File: src/rtl/picorv32_mem_bridge.sv
// Native memory-interface slave for the RV32 core: decodes each request to on-chip RAM
// (with wait states), two MMIO registers (GPIO, cycle counter) or an error response.
module picorv32_mem_bridge #(
  parameter int ADDR_WIDTH  = 10,
  parameter int WAIT_STATES = 1
) (
  input  logic                  clk,
  input  logic                  resetn,
  input  logic                  mem_valid,
  input  logic                  mem_instr,
  input  logic [31:0]           mem_addr,
  input  logic [31:0]           mem_wdata,
  input  logic [3:0]            mem_wstrb,
  output logic                  mem_ready,
  output logic [31:0]           mem_rdata,
  output logic                  ram_en,
  output logic [3:0]            ram_we,
  output logic [ADDR_WIDTH-1:0] ram_addr,
  output logic [31:0]           ram_wdata,
  input  logic [31:0]           ram_rdata,
  output logic [31:0]           gpio_out,
  output logic                  bus_err
);

  localparam logic [31:0] GPIO_ADDR = 32'h1000_0000;
  localparam logic [31:0] CNT_ADDR  = 32'h1000_0004;
  localparam logic [3:0]  WS        = 4'(WAIT_STATES);

  typedef enum logic [1:0] {S_IDLE, S_WAIT, S_RESP} state_t;

  state_t      state;
  logic [3:0]  wcnt;
  logic        first;
  logic        is_wr;
  logic [31:0] hold;
  logic [31:0] cyc_cnt;

  logic [31:0] word_addr;
  logic        ram_hit, gpio_hit, cnt_hit, accept;

  // Fetches from the MMIO block are decoded as errors.
  assign word_addr = {mem_addr[31:2], 2'b00};
  assign ram_hit   = (mem_addr >> (ADDR_WIDTH + 2)) == 32'd0;
  assign gpio_hit  = (word_addr == GPIO_ADDR) && !mem_instr;
  assign cnt_hit   = (word_addr == CNT_ADDR)  && !mem_instr;
  assign accept    = (state == S_IDLE) && mem_valid;

  // RAM strobes only in the accept cycle so a held mem_valid never re-accesses RAM.
  assign ram_en    = resetn && accept && ram_hit;
  assign ram_we    = ram_en ? mem_wstrb : 4'b0000;
  assign ram_addr  = mem_addr[ADDR_WIDTH+1:2];
  assign ram_wdata = mem_wdata;

  always_ff @(posedge clk or negedge resetn) begin
    if (!resetn) begin
      state     <= S_IDLE;
      wcnt      <= 4'd0;
      first     <= 1'b0;
      is_wr     <= 1'b0;
      hold      <= 32'd0;
      cyc_cnt   <= 32'd0;
      mem_ready <= 1'b0;
      mem_rdata <= 32'd0;
      gpio_out  <= 32'd0;
      bus_err   <= 1'b0;
    end else begin
      cyc_cnt <= cyc_cnt + 32'd1;
      case (state)
        S_IDLE: begin
          mem_ready <= 1'b0;
          mem_rdata <= 32'd0;
          if (mem_valid) begin
            if (ram_hit) begin
              state <= S_WAIT;
              wcnt  <= WS;
              first <= 1'b1;
              is_wr <= |mem_wstrb;
            end else begin
              state     <= S_RESP;
              mem_ready <= 1'b1;
              if (gpio_hit) begin
                mem_rdata <= (|mem_wstrb) ? 32'd0 : gpio_out;
                for (int k = 0; k < 4; k++)
                  if (mem_wstrb[k]) gpio_out[8*k +: 8] <= mem_wdata[8*k +: 8];
              end else if (cnt_hit) begin
                mem_rdata <= (|mem_wstrb) ? 32'd0 : cyc_cnt;
              end else begin
                mem_rdata <= 32'd0;
                bus_err   <= 1'b1;
              end
            end
          end
        end
        S_WAIT: begin
          // RAM data is only valid in the first WAIT cycle; later cycles use the held copy.
          first <= 1'b0;
          if (first) hold <= ram_rdata;
          if (wcnt == 4'd0) begin
            state     <= S_RESP;
            mem_ready <= 1'b1;
            mem_rdata <= is_wr ? 32'd0 : (first ? ram_rdata : hold);
          end else begin
            wcnt <= wcnt - 4'd1;
          end
        end
        default: begin
          state     <= S_IDLE;
          mem_ready <= 1'b0;
          mem_rdata <= 32'd0;
        end
      endcase
    end
  end

endmodule

File: config.mk
export PLATFORM = sky130hd
export DESIGN_NAME = picorv32_mem_bridge
export DESIGN_NICKNAME = d
export VERILOG_FILES = /design/src/rtl/picorv32_mem_bridge.sv
export SDC_FILE = /design/constraint.sdc
export NUM_CORES = 1
export LEC_CHECK = 0
export CAP_MARGIN = 20
export CORE_MARGIN = 2
export CORE_UTILIZATION = 49
export CTS_BUF_LIST = sky130_fd_sc_hd__clkbuf_2
export DETAILED_ROUTE_END_ITERATION = 16
export PLACE_DENSITY = 0.93
export SYNTH_ARGS = -nofsm -noshare
export SYNTH_HDL_FRONTEND = slang
export SYNTH_SLANG_ARGS = --single-unit
File: constraint.sdc
create_clock -name clk -period 2.4 [get_ports clk]
set_input_delay 0.24 -clock clk [delete_from_list [all_inputs] [get_ports clk]]
set_output_delay 0.24 -clock clk [all_outputs]
set_load 0.1 [all_outputs]
==> flow_summary.toml <==
[global_route]
antenna_found_initial = 1
grt_first_pass_wirelength_mm = 31.95
grt_overflow_total = 0
grt_max_degree = 112
track_usage_pct = 25.60
first_global_vias = 6344

[floorplan]
rows = 44
die-area_sq_um = 15580
initial_core_util_pct = 49.76
fp.dieH_microns = 124.8
core_area_sq_um = 14370
io_pins = 217
die_w_microns = 124.8

[synthesis]
synth_edf_count = 0
synth_flop_cell = "dfrtp_1"
synth.distinct_cells = 38
synth_sequential_area_ratio_pct = 48.29
syn_area_per_cell_sq_um = 10.33
synthArstFlopShare_pct = 100.0
syn_inst = 692
syn_nets = 799
syn_area_sq_um = 7151
ys_ff_latch = 138
ys_warn_count = 0

[detailed_routing]
drc_errors = 0
ant_nets = 0
routedWlPerCell_microns = 17.97
vias = 6094
routed_wl_mm = 19.48
dr.first_iter.drc_count = 470
firstDrtPassIters = 7
vias_per_cell = 5.622

[pwr]
p_sw_share_pct = 30.07
pwr-share-clk_pct = 30.0
switching_power_mw = 1.326
p_int_mw = 3.083
irDropWorstVdd_v = 0.0003304
power_frac_comb_pct = 16.2
power_leakage_nw = 4.223
power_frac_seq_pct = 53.8
power.density_nw_per_um2 = 464.6

[placed_design]
place_ws_ns = -0.06202
dp_hpwl_mm = 14.03
portBuffers = 214
gp_congestion = 0.8769

[worst_setup_path]
crit_required_ns = 2.16
critical_path.cell_chain = "nor3b_2 > nand3_2 > nor3_2 > buf_4 > and3_4 > buf_12"
start_kind = "flip-flop"
cp.buffers_inverters = 2
cp_max_fo = 5
crit_family = "simple AND/OR/NAND/NOR gates"
cp_slowest_cell = "dfrtp_1"
cp_slowest_stage_delay_ns = 0.44
worstSetupEndpointType = "output pin"
cp.arrival_ns = 2.25
worstSetupPathType = "flip-flop to output pin"

[layout]
layout-drive-gt1-share_pct = 30.48
area_growth_pct = 32.69
final_net_count = 993
filler_cell_count = 1077
multiInputGateArea_sq_um = 3204
seq_area_sq_um = 3455

[worst_hold_path]
hp-class = "input port to async pin"

[clock_tree]
cts.clk_slew.worst_paths_ns = 0.22
clkSinkCount = 138
cts_root_buffer = "clkbuf_2"
cts_buffers = 17
htree_levels = 4
cts_tree = "yes"
cts.path.max_buffers = 2
insertion_delay_ns = 0.72

[timing]
setup_ws_ns = -0.09208
fin_crit_ns = 2.492
fin_worst_hold_slack_ns = 0.07580
fmax_mhz = 401.3
slew_headroom_pct = 58.66
tightest_slew_ns = 0.6154
clock_skew_ns = 0.03865
maxSlewViolCount = 0
setup_viol = 5
rsz0062_at_grt = "true"
fin_crit_sh_pct = 103.8
hold_viol_final = 0
timing.setup.tns_ns = -0.4076

[job]
maxCapViolCount = 0

[run_status]
status = "finished, violations left"
violations = "setup timing"
-- final timing paths --
kind,slack [ns],to,cells after the start,start
min in group clk,0.15,gpio_out[25],2,mem_wdata[25]
min,0.08,hold[2],3,resetn
min reg2reg,0.49,cyc_cnt[31],1,cyc_cnt[31]
max reg2reg,0.19,mem_rdata[18],8,wcnt[0]
max in group asynchronous,1.68,hold[20],3,resetn
max,-0.09,ram_we[1],6,state[0]
-- per-layer routing --
layer / up-vias / share of wire [%] / track usage, %
li1: 2814 / - / -
met1: 2969 / 40 / 31.42
met2: 262 / 51 / 43.30
met3: 49 / 6.7 / 6.529
met4: 0 / 2.6 / 10.11
met5: - / 0 / 0
-- cell families (layout without fill, tap and decap cells) --
| kind of cell | after synthesis | count (layout) | synth area share, % |
|---|---|---|---|
| adder cells (fa/ha/maj) | 3 | 3 | 0.5250 |
| buffers and inverters | 93 | 300 | 7.436 |
| XOR/XNOR | 32 | 32 | 3.920 |
| flip-flops | 138 | 138 | 48.29 |
| AO/OA/AOI/OAI | 101 | 101 | 8.259 |
| other | 0 | 1 | 0 |
| AND/OR/NAND/NOR | 227 | 227 | 16.71 |
| multiplexers | 98 | 98 | 14.86 |
-- final cells by class --
| type | instances | share of cell area, % |
|---|---|---|
| Clock buffer | 19 | 1.002 |
| Antenna cell | 1 | 0.02637 |
| Tap cell | 184 | 2.426 |
| Multi-Input combinational cell | 461 | 33.77 |
| Sequential cell | 138 | 36.41 |
| Inverter | 9 | 0.3561 |
| Timing Repair Buffer | 259 | 24.65 |
| Clock inverter | 13 | 1.358 |
-- cells in the mapped netlist, types with 8 or more instances --
master | count | area (sq um)
nand3_1 | 14 | 70.07
nor3_1 | 8 | 40.04
mux2_2 | 64 | 720.7
nor2_1 | 75 | 281.5
nand4_1 | 39 | 244.0
a21oi_1 | 32 | 160.2
a211oi_1 | 32 | 240.2
xnor2_1 | 23 | 201.4
clkbuf_1 | 31 | 116.4
xor2_1 | 9 | 78.83
o21ai_0 | 35 | 175.2
buf_4 | 42 | 315.3
mux2i_1 | 33 | 330.3
dfrtp_1 | 138 | 3453
inv_1 | 9 | 33.78
nand2_1 | 53 | 198.9
-- registers in the layout, summed over array words and instances, names as in the netlist --
signal / cells
state: 2
cyc_cnt: 32
mem_ready: 1
mem_rdata: 32
bus_err: 1
gpio_out: 32
is_wr: 1
hold: 32
wcnt: 4
first: 1
-- power groups by stage --
stage | Sequential [mW] | Combinational (mW) | Clock, mW
after floorplan | 2.42 | 0.412 | 0
after global placement | 2.41 | 0.693 | 0
after CTS | 2.37 | 0.716 | 1.35
after detailed placement | 2.41 | 0.706 | 0
final | 2.37 | 0.712 | 1.32
after global routing | 2.38 | 0.745 | 1.45
-- per-stage QoR --
step / std cells / util, % / power, mW / instance area (sq um)
2_1_floorplan: 692 / - / 2.830 / 7151
3_3_place_gp: 1045 / 63.86 / 3.104 / 9176
3_5_place_dp: 1045 / 63.86 / 3.120 / 9176
4_1_cts: 1083 / 65.94 / 4.438 / 9475
5_1_grt: 1084 / 66.03 / 4.577 / 9488
6_report: 1084 / 66.03 / 4.408 / 9488
-- tightest hold or removal path: cells and delay by family --
| kind | cells | cell delay (ns) |
|---|---|---|
| buffers and inverters | 3 | 0.93 |
-- cell usage in the layout, fill, tap and decap left out, types with 6 or more instances in the layout --
cell type / n
nor4_1: 6
xor2_1: 9
a211oi_1: 32
clkdlybuf4s50_1: 100
mux2_2: 64
dfrtp_1: 137
xnor2_1: 23
clkbuf_2: 19
buf_12: 11
mux2i_1: 33
a21oi_1: 32
nor4_4: 6
nand2_1: 52
buf_4: 146
o21ai_0: 35
inv_1: 9
nor2_1: 74
nand4_1: 39
nand3_1: 13
nor3_1: 8
-- repair_timing --
item,in CTS,in global routing
setup endpoints to repair,5,5
gates resized for setup,3,2
hold endpoints to repair,138,0
hold buffers,2,0
buffers inserted,4,0
pin swaps,1,0
(Power assumes the default switching activity.)
